**src/rtl/aqp_spi_cmd_decoder_if.sv**
```systemverilog
// SPI byte stream, memory bus and status bundle of aqp_spi_cmd_decoder.
interface aqp_spi_cmd_decoder_if #(
    parameter int ADDR_WIDTH = 19
);
    logic                  msg_start;
    logic                  msg_end;
    logic [7:0]            rxdata;
    logic                  rxdata_valid;
    logic [7:0]            txdata;
    logic                  txdata_ack;
    logic [ADDR_WIDTH-1:0] bus_addr;
    logic [7:0]            bus_wrdata;
    logic                  bus_wr;
    logic                  bus_req;
    logic                  bus_ack;
    logic [7:0]            bus_rddata;
    logic [7:0]            ctrl_reg;
    logic                  overrun;

    modport master (
        output msg_start, msg_end, rxdata, rxdata_valid, txdata_ack,
        output bus_ack, bus_rddata,
        input  txdata, bus_addr, bus_wrdata, bus_wr, bus_req,
        input  ctrl_reg, overrun
    );

    modport slave (
        input  msg_start, msg_end, rxdata, rxdata_valid, txdata_ack,
        input  bus_ack, bus_rddata,
        output txdata, bus_addr, bus_wrdata, bus_wr, bus_req,
        output ctrl_reg, overrun
    );
endinterface

```
**src/rtl/aqp_spi_cmd_decoder.sv**
```systemverilog
// ESP32 SPI command parser driving a single-request memory bus and ctrl_reg.
// Optional AQP_SPICMD_ECHO_EN: echo last rx byte on txdata outside READ.
module aqp_spi_cmd_decoder #(
    parameter int ADDR_WIDTH = 19
) (
    input logic                 clk,
    input logic                 reset,
    aqp_spi_cmd_decoder_if.slave sif
);
    typedef enum logic [3:0] {
        S_IDLE,
        S_CMD,
        S_CTRL,
        S_ADDR0,
        S_ADDR1,
        S_ADDR2,
        S_WRITE,
        S_READ,
        S_IGNORE
    } state_t;

    localparam logic [ADDR_WIDTH-1:0] ADDR_ONE = {{(ADDR_WIDTH-1){1'b0}}, 1'b1};

    state_t                state;
    state_t                state_n;
    logic                  is_rd;
    logic [15:0]           addr_lo;
    logic [23:0]           addr_full;
    logic [ADDR_WIDTH-1:0] addr;
    logic [ADDR_WIDTH-1:0] issue_addr;
    logic                  dummy;
    logic                  req_live;
    logic [7:0]            tx_buf;
    logic [7:0]            tx_idle;
    logic                  frame;
    logic                  cmd_we;
    logic                  ctrl_we;
    logic                  ovr_clr;
    logic                  ovr_set;
    logic                  a0_we;
    logic                  a1_we;
    logic                  a2_we;
    logic                  dummy_clr;
    logic                  issue;
    logic                  issue_wr;
    logic                  issue_ok;
    logic                  unused_addr_hi;

    assign frame          = sif.msg_start | sif.msg_end;
    assign addr_full      = {sif.rxdata, addr_lo};
    assign unused_addr_hi = ^addr_full;
    // A new request while one is outstanding is refused and flagged.
    assign issue_ok       = issue & ~sif.bus_req;
    assign ovr_set        = issue & sif.bus_req;

    always_ff @(posedge clk) begin
        if (reset) state <= S_IDLE;
        else       state <= state_n;
    end

    always_comb begin
        state_n    = state;
        cmd_we     = 1'b0;
        ctrl_we    = 1'b0;
        ovr_clr    = 1'b0;
        a0_we      = 1'b0;
        a1_we      = 1'b0;
        a2_we      = 1'b0;
        dummy_clr  = 1'b0;
        issue      = 1'b0;
        issue_wr   = 1'b0;
        issue_addr = addr;
        if (sif.msg_end) begin
            state_n = S_IDLE;
        end else if (sif.msg_start) begin
            state_n = S_CMD;
        end else begin
            unique case (state)
                S_CMD: if (sif.rxdata_valid) begin
                    cmd_we = 1'b1;
                    case (sif.rxdata)
                        8'h01:        state_n = S_CTRL;
                        8'h20, 8'h21: state_n = S_ADDR0;
                        8'h02: begin
                            ovr_clr = 1'b1;
                            state_n = S_IGNORE;
                        end
                        default:      state_n = S_IGNORE;
                    endcase
                end
                S_CTRL: if (sif.rxdata_valid) begin
                    ctrl_we = 1'b1;
                    state_n = S_IGNORE;
                end
                S_ADDR0: if (sif.rxdata_valid) begin
                    a0_we   = 1'b1;
                    state_n = S_ADDR1;
                end
                S_ADDR1: if (sif.rxdata_valid) begin
                    a1_we   = 1'b1;
                    state_n = S_ADDR2;
                end
                S_ADDR2: if (sif.rxdata_valid) begin
                    a2_we      = 1'b1;
                    issue      = is_rd;
                    issue_addr = addr_full[ADDR_WIDTH-1:0];
                    state_n    = is_rd ? S_READ : S_WRITE;
                end
                S_WRITE: if (sif.rxdata_valid) begin
                    issue    = 1'b1;
                    issue_wr = 1'b1;
                end
                // First shifted byte is the dummy; later acks prefetch the next one.
                S_READ: if (sif.txdata_ack) begin
                    if (dummy) dummy_clr = 1'b1;
                    else       issue     = 1'b1;
                end
                default: ;
            endcase
        end
    end

    always_ff @(posedge clk) begin
        if (reset) begin
            sif.bus_req    <= 1'b0;
            sif.bus_wr     <= 1'b0;
            sif.bus_addr   <= '0;
            sif.bus_wrdata <= 8'h00;
            sif.ctrl_reg   <= 8'h00;
            sif.overrun    <= 1'b0;
            is_rd          <= 1'b0;
            addr_lo        <= 16'h0000;
            addr           <= '0;
            dummy          <= 1'b0;
            req_live       <= 1'b0;
            tx_buf         <= 8'h00;
        end else begin
            if (sif.bus_req && sif.bus_ack) begin
                sif.bus_req <= 1'b0;
                req_live    <= 1'b0;
                if (req_live) begin
                    addr <= addr + ADDR_ONE;
                    if (!sif.bus_wr) tx_buf <= sif.bus_rddata;
                end
            end
            if (cmd_we)    is_rd          <= (sif.rxdata == 8'h21);
            if (ctrl_we)   sif.ctrl_reg   <= sif.rxdata;
            if (a0_we)     addr_lo[7:0]   <= sif.rxdata;
            if (a1_we)     addr_lo[15:8]  <= sif.rxdata;
            if (a2_we) begin
                addr  <= issue_addr;
                dummy <= is_rd;
            end
            if (dummy_clr) dummy       <= 1'b0;
            if (ovr_clr)   sif.overrun <= 1'b0;
            if (ovr_set)   sif.overrun <= 1'b1;
            if (issue_ok) begin
                sif.bus_req  <= 1'b1;
                sif.bus_wr   <= issue_wr;
                sif.bus_addr <= issue_addr;
                req_live     <= 1'b1;
                if (issue_wr) sif.bus_wrdata <= sif.rxdata;
            end
            // Framing detaches any in-flight request from the new message.
            if (frame) begin
                req_live <= 1'b0;
                dummy    <= 1'b0;
                tx_buf   <= 8'h00;
            end
        end
    end

`ifdef AQP_SPICMD_ECHO_EN
    logic [7:0] echo_q;

    always_ff @(posedge clk) begin
        if (reset)                 echo_q <= 8'h00;
        else if (sif.msg_start)    echo_q <= 8'h00;
        else if (sif.rxdata_valid) echo_q <= sif.rxdata;
    end

    assign tx_idle = echo_q;
`else
    assign tx_idle = 8'h00;
`endif

    assign sif.txdata = (state == S_READ && !dummy) ? tx_buf : tx_idle;

endmodule

```
**src/flat_wrapper.sv**
```systemverilog
// flat-port wrapper written by rule: the top's interface ports become plain ports
module aqp_spi_cmd_decoder_flat 
#(
    parameter int ADDR_WIDTH = 19
)
  (clk, reset, sif_msg_start, sif_msg_end, sif_rxdata, sif_rxdata_valid, sif_txdata_ack, sif_bus_ack, sif_bus_rddata, sif_txdata, sif_bus_addr, sif_bus_wrdata, sif_bus_wr, sif_bus_req, sif_ctrl_reg, sif_overrun);
  aqp_spi_cmd_decoder_if #(.ADDR_WIDTH(ADDR_WIDTH)) sif_i ();
  input logic clk;
  input logic reset;
  input wire logic [$bits(sif_i.msg_start)-1:0] sif_msg_start;
  input wire logic [$bits(sif_i.msg_end)-1:0] sif_msg_end;
  input wire logic [$bits(sif_i.rxdata)-1:0] sif_rxdata;
  input wire logic [$bits(sif_i.rxdata_valid)-1:0] sif_rxdata_valid;
  input wire logic [$bits(sif_i.txdata_ack)-1:0] sif_txdata_ack;
  input wire logic [$bits(sif_i.bus_ack)-1:0] sif_bus_ack;
  input wire logic [$bits(sif_i.bus_rddata)-1:0] sif_bus_rddata;
  output wire logic [$bits(sif_i.txdata)-1:0] sif_txdata;
  output wire logic [$bits(sif_i.bus_addr)-1:0] sif_bus_addr;
  output wire logic [$bits(sif_i.bus_wrdata)-1:0] sif_bus_wrdata;
  output wire logic [$bits(sif_i.bus_wr)-1:0] sif_bus_wr;
  output wire logic [$bits(sif_i.bus_req)-1:0] sif_bus_req;
  output wire logic [$bits(sif_i.ctrl_reg)-1:0] sif_ctrl_reg;
  output wire logic [$bits(sif_i.overrun)-1:0] sif_overrun;
  assign sif_i.msg_start = sif_msg_start;
  assign sif_i.msg_end = sif_msg_end;
  assign sif_i.rxdata = sif_rxdata;
  assign sif_i.rxdata_valid = sif_rxdata_valid;
  assign sif_i.txdata_ack = sif_txdata_ack;
  assign sif_i.bus_ack = sif_bus_ack;
  assign sif_i.bus_rddata = sif_bus_rddata;
  assign sif_txdata = sif_i.txdata;
  assign sif_bus_addr = sif_i.bus_addr;
  assign sif_bus_wrdata = sif_i.bus_wrdata;
  assign sif_bus_wr = sif_i.bus_wr;
  assign sif_bus_req = sif_i.bus_req;
  assign sif_ctrl_reg = sif_i.ctrl_reg;
  assign sif_overrun = sif_i.overrun;
  aqp_spi_cmd_decoder #(.ADDR_WIDTH(ADDR_WIDTH)) u_core (.clk(clk), .reset(reset), .sif(sif_i));
endmodule
```
**config.mk**
```make
export PLATFORM = sky130hd
export DESIGN_NAME = aqp_spi_cmd_decoder_flat
export DESIGN_NICKNAME = d
export VERILOG_FILES = /design/src/rtl/aqp_spi_cmd_decoder_if.sv /design/src/rtl/aqp_spi_cmd_decoder.sv /design/src/flat_wrapper.sv
export SDC_FILE = /design/constraint.sdc
export NUM_CORES = 1
export LEC_CHECK = 0
export ABC_CLOCK_PERIOD_IN_PS = 2670
export CAP_MARGIN = 10
export CORE_ASPECT_RATIO = 0.7
export CORE_UTILIZATION = 27
export CTS_BUF_LIST = sky130_fd_sc_hd__clkbuf_4 sky130_fd_sc_hd__clkbuf_8
export CTS_CLUSTER_SIZE = 14
export DETAILED_ROUTE_END_ITERATION = 10
export HOLD_SLACK_MARGIN = 0.05
export PLACE_DENSITY = 0.49
export SLEW_MARGIN = 20
export SYNTH_ARGS = -nofsm -noshare
export SYNTH_HDL_FRONTEND = slang
export SYNTH_SLANG_ARGS = --single-unit
```
**constraint.sdc**
```tcl
create_clock -name clk -period 2.67 [get_ports clk]
set_input_delay 0.801 -clock clk [delete_from_list [all_inputs] [get_ports clk]]
set_output_delay 0.801 -clock clk [all_outputs]
set_load 0.02 [all_outputs]
```
==> reports/results.tsv, run 1 <==
stage	metric	value	unit
setup_path	WP data required	1.87	ns
flow_run	maxcap violations	0	
sta	worst hold margin	0.454	ns
routing	Residual DRC	0	
setup_path	Setup crit start kind	flop	
global_route	first-pass GRT wire length	17.7	mm
hold_path	hold_sp	u_core.tx_buf[2]	
final_layout	Area growth, synth to finish	29.6	%
yosys	Post-Syn Instances	464	
yosys	largest family of logic cells by synthesized area	simple AND/OR/NAND/NOR gates	
yosys	Main synth FF type	dfxtp_1	
sta	RSZ-0062 raised after global routing	no	
yosys	area share of fa/ha/maj cells after synthesis	0.00312	
yosys	Post-synth EDFFs	0	
final_layout	Diodes inserted	0	
yosys	synthesized net count	488	
power	power density over cell area	426	nW/µm²
clock_network	Hold-fix buffers, CTS	0	
sta	Final WS setup	0.150	ns
setup_path	CP Data Arrival Time	1.72	ns
routing	post-route ant nets	0	
yosys	Syn Std Cell Area	4010	µm²
routing	drt initial violations	152	
placement	Cell Count Post-Placement	724	
yosys	Yosys warning count	0	
hold_path	Hold WC Path Type	flop to flop	
routing	post-detailed-route via-to-cell ratio	4.69	
final_layout	layout cells sized above 1	0.123	
setup_path	largest fanout on the critical path	8	
yosys	synthesis-stage register bit count	88	
yosys	register area share after synthesis	0.440	
yosys	XOR/XNOR share of the synthesized area	0.0372	
routing	DR pass1 iterations	5	
sta	post-layout minimum cycle time	2.52	ns
final_layout	Fillers	1470	
yosys	Avg Cell Area, Syn	8.63	µm²
setup_path	crit path capture type	output pin	
floorplan	core box area	14200	µm²
yosys	Yosys top cell area share	0.440	
sta	final slew viol count	0	
setup_path	WS Path Type	flop to output pin	
sta	final hold violations	0	
final_layout	Largest regs	u_core.addr x19, u_core.sif.bus_addr x19, u_core.addr_lo x16	
placement	I/O Buffers	68	
final_layout	fin nets	569	
sta	pin slew with the least headroom to its limit	0.476	ns
global_route	total gr overflow	0	
global_route	All-Layer GR Usage	0.147	
final_layout	design area	5190	µm²
clock_network	CTS root buffer	clkbuf_8	
placement	pre-CTS setup slack	-0.104	ns
yosys	Simple-Gate Fraction of Synth Area	0.267	
floorplan	Die ar.	15300	µm²
clock_network	CTS Sinks	88	
clock_network	Worst-Skew Late Latency	0.37	ns
sta	Post-Route Skew	0.00864	ns
sta	setup violators final	0	
clock_network	clk buf depth	2	
clock_network	Num CTS Buffers	9	
yosys	Yosys cell types	45	
placement	placed cell areas	5050	µm²
sta	f_max	397	MHz
yosys	main area contributors after synthesis	dfxtp_1 44%, mux2i_1 8.2%, nor2_1 7.9%, nand2_1 7.4%, a311oi_1 4.2%	
yosys	post-synthesis mux area share	0.0853	
global_route	largest net degree at the start of global routing	77	
sta	post-route setup TNS	0	ns
placement	HPWL after detailed placement	7.62	mm
yosys	Compound-Gate Fraction of Synth Area	0.120	
floorplan	Die Y	104	µm
placement	GP Congestion	0.798	
routing	Avg WL per Cell	14.7	µm
power	leakage power total	1.94	nW
floorplan	Initial Util	0.282	
final_layout	Finished Core Util	0.366	
final_layout	post-route insts no fill	736	
setup_path	crit path from	u_core.state[3]	
clock_network	# H-tree levels	3	
floorplan	Die Wd	148	µm
clock_network	clock-pin transition on the worst setup and hold timing paths	0.07	ns
setup_path	worst flop-to-flop path startpoint	u_core.state[1]	
power	VDD IR max	205	µV
routing	DR vias	3451	
floorplan	IO Pins	69	
sta	Final Cycle Share	0.944	
sta	Slew headroom	0.682	
floorplan	Row Count	36	
clock_network	CTS tree	built	
global_route	vias in the first global route	3252	
routing	WL final	10.9	mm
yosys	asr flop ratio synth	0	
global_route	initial antenna violation count	0	
power	total power	2.21	mW
outcome	status	finished clean	
yosys	Synth area leader	dfxtp_1	
==> layout by cell type, fill, tap and decap left out, types with 9 or more instances in the layout <==
master,instances
nor2_1,84
buf_4,24
xor2_1,9
nand2_1,79
a21oi_1,18
nand3_1,10
mux2i_1,33
a311oi_1,19
dfxtp_1,88
clkdlybuf4s50_1,59
clkbuf_8,10
==> what timing repair did <==
item	4_1_cts	5_1_grt
gates cloned	0	0
setup buffers	0	0
resized for setup	8	4
endpoints found under the setup margin	8	8
==> synthesized netlist by cell type, drive strengths merged (3+ instances only) <==
| master | instances |
|---|---|
| dfxtp | 88 |
| nor4 | 4 |
| buf | 16 |
| clkbuf | 12 |
| mux2i | 33 |
| nand4 | 6 |
| nand2 | 79 |
| a311oi | 21 |
| and3 | 4 |
| nor2b | 3 |
| inv | 4 |
| xor2 | 9 |
| nand2b | 6 |
| a211oi | 9 |
| nand3 | 11 |
| xnor2 | 8 |
| o21ai | 8 |
| nor3 | 10 |
| and2 | 8 |
| nor2 | 84 |
| or3 | 7 |
| a21oi | 18 |
==> layer usage <==
layer / up-vias / routed length (µm) / track usage
met5: - / 0 / 0
met4: 0 / 129 / 0.0442
met3: 10 / 774 / 0.0539
met2: 85 / 4080 / 0.190
met1: 1594 / 5870 / 0.220
li1: 1762 / - / -
==> power by group <==
part	switching [mW]	total [mW]	leakage [nW]	internal [mW]
combinational	0.0593	0.108	1.15	0.0486
clock	0.450	0.790	0.0797	0.340
sequential	0.000497	1.31	0.709	1.31
==> cells by family after synthesis <==
kind of cell / after synthesis
AO/OA/AOI/OAI: 61
XOR/XNOR: 17
adder cells (fa/ha/maj): 1
buffers and inverters: 32
flip-flops: 88
multiplexers: 34
AND/OR/NAND/NOR: 231
==> final cells by class <==
type,count,area [µm²],area share
inverters,4,15.0,0.00289
clock inverters,2,10.0,0.00193
repair buffers,98,970,0.187
well taps,190,238,0.0458
flip-flops and latches,88,1760,0.339
clock buffers,10,138,0.0265
multi-input cells,344,2060,0.397
==> worst max-delay path, stage by stage (launching register included) <==
cell and delay (ns):
dfxtp_1 0.31, nand2b_2 0.23, nor3_1 0.19, buf_4 0.17, and2_1 0.12, dlygate4sd2_1 0.33
==> worst paths after layout <==
check | to | slack [ns] | cells past startpoint
hold / removal | u_core.tx_buf[2] | 0.45 | 2
setup / recovery | sif_txdata[1] | 0.15 | 5
setup reg to reg | u_core.sif.bus_addr[6] | 0.80 | 7
hold reg to reg | u_core.tx_buf[2] | 0.45 | 2
Note: power is estimated with default switching activity, not from simulation.
==> inputs of run 2 (changes only) <==
--- a/config.mk
+++ b/config.mk
@@ -5,7 +5,7 @@
 export SDC_FILE = /design/constraint.sdc
 export NUM_CORES = 1
 export LEC_CHECK = 0
-export ABC_CLOCK_PERIOD_IN_PS = 2670
+export ABC_CLOCK_PERIOD_IN_PS = 2600
 export CAP_MARGIN = 10
 export CORE_ASPECT_RATIO = 0.7
 export CORE_UTILIZATION = 27
==> constraint.sdc (replaced) <==
create_clock -name clk -period 2.6 [get_ports clk]
set_input_delay 0.78 -clock clk [delete_from_list [all_inputs] [get_ports clk]]
set_output_delay 0.78 -clock clk [all_outputs]
set_load 0.01 [all_outputs]
==> run 2 against run 1 <==
Clock-buffer cell count up 3. Clock skew is essentially flat. Sequential power up 3%. Register-to-register slack lost 0.09 ns. Combinational power hardly changed. Clock power increased by 26%. Critical path type unchanged. Die area did not move. Design area up 1.5%.
==> reports/results.tsv, run 2 (synthesis results as in run 1) <==
stage	metric	value	unit	change
power	power density over cell area	465	nW/µm²	+9.3%
global_route	GRT busiest layer	met1		
clock_network	clk buf depth	2		unchanged
sta	RSZ-0062 raised after global routing	no		
setup_path	WS Path Type	flop to output pin		
global_route	vias in the first global route	3330		+2.4%
sta	Slew headroom	0.662		-0.0194
setup_path	Reg2Reg Depth	7		unchanged
clock_network	# H-tree levels	3		unchanged
sta	post-route setup TNS	0	ns	unchanged
placement	placed cell areas	5050	µm²	unchanged
floorplan	Initial Util	0.282		unchanged
outcome	status	finished clean		
final_layout	fin nets	570		+0.18%
setup_path	WP data required	1.82	ns	-0.05 ns
routing	DR vias	3446		-0.14%
clock_network	CTS tree	built		
placement	GP Congestion	0.799		about the same
sta	pin slew with the least headroom to its limit	0.505	ns	+0.0290 ns
floorplan	Die Wd	148	µm	unchanged
floorplan	core box area	14200	µm²	unchanged
sta	final hold violations	0		unchanged
global_route	initial antenna violation count	0		unchanged
routing	post-detailed-route via-to-cell ratio	4.66		-0.68%
power	VDD IR max	204	µV	-0.54%
sta	post-layout minimum cycle time	2.43	ns	
clock_network	CTS root buffer	clkbuf_8		
global_route	first-pass GRT wire length	17.6	mm	-0.12%
clock_network	Worst-Skew Late Latency	0.36	ns	about the same
setup_path	Setup crit start kind	flop		
floorplan	Die Y	104	µm	unchanged
routing	WL final	10.7	mm	-1.8%
global_route	GR Util met1	0.220		+0.000357
routing	Avg WL per Cell	14.4	µm	-2.3%
routing	DR pass1 iterations	4		-1
power	leakage power total	2.00	nW	+3.1%
final_layout	Area growth, synth to finish	31.6	%	
placement	HPWL after detailed placement	7.58	mm	-0.56%
sta	Post-Route Skew	0.00908	ns	+0.000443 ns
setup_path	Reg2Reg Capture Point	u_core.sif.bus_addr[9]		
final_layout	Diodes inserted	0		unchanged
clock_network	Num CTS Buffers	9		unchanged
sta	final slew viol count	0		unchanged
final_layout	design area	5270	µm²	+1.5%
floorplan	Die ar.	15300	µm²	unchanged
placement	Cell Count Post-Placement	724		unchanged
power	total power	2.45	mW	+11%
setup_path	crit path capture type	output pin		
setup_path	flop-to-flop setup slack	0.71	ns	-0.09 ns
setup_path	largest fanout on the critical path	7		-1
sta	f_max	412	MHz	
final_layout	Largest regs	u_core.addr x19, u_core.sif.bus_addr x19, u_core.addr_lo x16		
clock_network	CTS Sinks	88		unchanged
routing	Residual DRC	0		unchanged
global_route	GRT met2 Usage	0.190		unchanged
flow_run	maxcap violations	0		unchanged
setup_path	CP Data Arrival Time	1.65	ns	-0.07 ns
placement	I/O Buffers	68		unchanged
setup_path	worst flop-to-flop path startpoint	u_core.state[1]		
global_route	met3 global-route usage	0.0500		-0.00395
final_layout	most common cell after layout, fill and taps aside	dfxtp_1		
final_layout	Fillers	1485		+1.0%
hold_path	Hold WC Path Type	flop to flop		
global_route	total gr overflow	0		unchanged
sta	Final Cycle Share	0.933		
floorplan	Row Count	36		unchanged
sta	worst hold margin	0.455	ns	+0.000474 ns
final_layout	layout cells sized above 1	0.133		+0.0100
routing	drt initial violations	166		+9.2%
setup_path	crit path from	u_core.state[3]		
clock_network	Hold-fix buffers, CTS	0		unchanged
global_route	largest net degree at the start of global routing	77		unchanged
clock_network	clock-pin transition on the worst setup and hold timing paths	0.08	ns	about the same
global_route	All-Layer GR Usage	0.145		-0.00218
sta	setup violators final	0		unchanged
final_layout	commonest cells after routing, fill and taps aside	87 x dfxtp_1, 84 x nor2_1, 79 x nand2_1, 59 x clkdlybuf4s50_1, 33 x mux2i_1		
setup_path	CP Capture Point	sif_txdata[7]		
routing	post-route ant nets	0		unchanged
final_layout	post-route insts no fill	740		+0.54%
floorplan	IO Pins	69		unchanged
## run 2: cell count changes in the layout (fill, tap and decap cells not counted), moves of 2 or more
cell,before,now
clkbuf_4,0,2
clkdlybuf4s15_1,3,0
clkinv_2,2,0
dlygate4sd2_1,5,7
## run 2: layout make-up
class / count / area [µm²] / share of cell area
inverters: 4 / 15.0 / 0.00285
well taps: 190 / 238 / 0.0451
multi-input cells: 344 / 2070 / 0.393
clock inverters: 2 / 38.8 / 0.00736
clock buffers: 13 / 166 / 0.0316
flip-flops and latches: 88 / 1760 / 0.335
repair buffers: 99 / 977 / 0.185
## run 2: through the flow
stage	utilization	setup slack, ns
global placement	0.356	-0.0961
detailed placement	0.356	-0.176
CTS	0.371	0.0144
finish	0.371	0.173
global route	0.371	0.0632
floorplan	-	0.464
## run 2: per-layer routing
layer / wire length, µm / part of all wire
met5: 0 / 0
met4: 54 / 0.0051
met1: 5850 / 0.55
met2: 4100 / 0.38
met3: 661 / 0.062
## run 2: repair_timing
action                                  CTS  global route
endpoints found under the setup margin    8             1
gates resized for setup                  10             2
endpoints found under the hold margin     0             0
buffers inserted                          1             0
## run 2: worst min-delay path by stage
stage | cells past startpoint | start | slack [ns] | end
floorplan | 2 | u_core.tx_buf[0] | 0.43 | u_core.tx_buf[0]
global placement | 2 | u_core.tx_buf[5] | 0.44 | u_core.tx_buf[5]
detailed placement | 2 | u_core.tx_buf[0] | 0.44 | u_core.tx_buf[0]
CTS | 2 | u_core.tx_buf[0] | 0.46 | u_core.tx_buf[0]
global route | 2 | u_core.tx_buf[0] | 0.48 | u_core.tx_buf[0]
finish | 2 | u_core.tx_buf[2] | 0.45 | u_core.tx_buf[2]
## run 2: report_power, final
group	total, mW	switching [mW]	internal (mW)
Combinational	0.110	0.0607	0.0496
Clock	0.994	0.478	0.516
Sequential	1.35	0.000502	1.35
## run 2: worst max-delay path, cell delays in order (launching register included)
cell,delay (ns)
dfxtp_1,0.31
nand2b_4,0.17
nor3_2,0.17
buf_4,0.13
buf_4,0.12
and2_1,0.11
dlygate4sd2_1,0.27
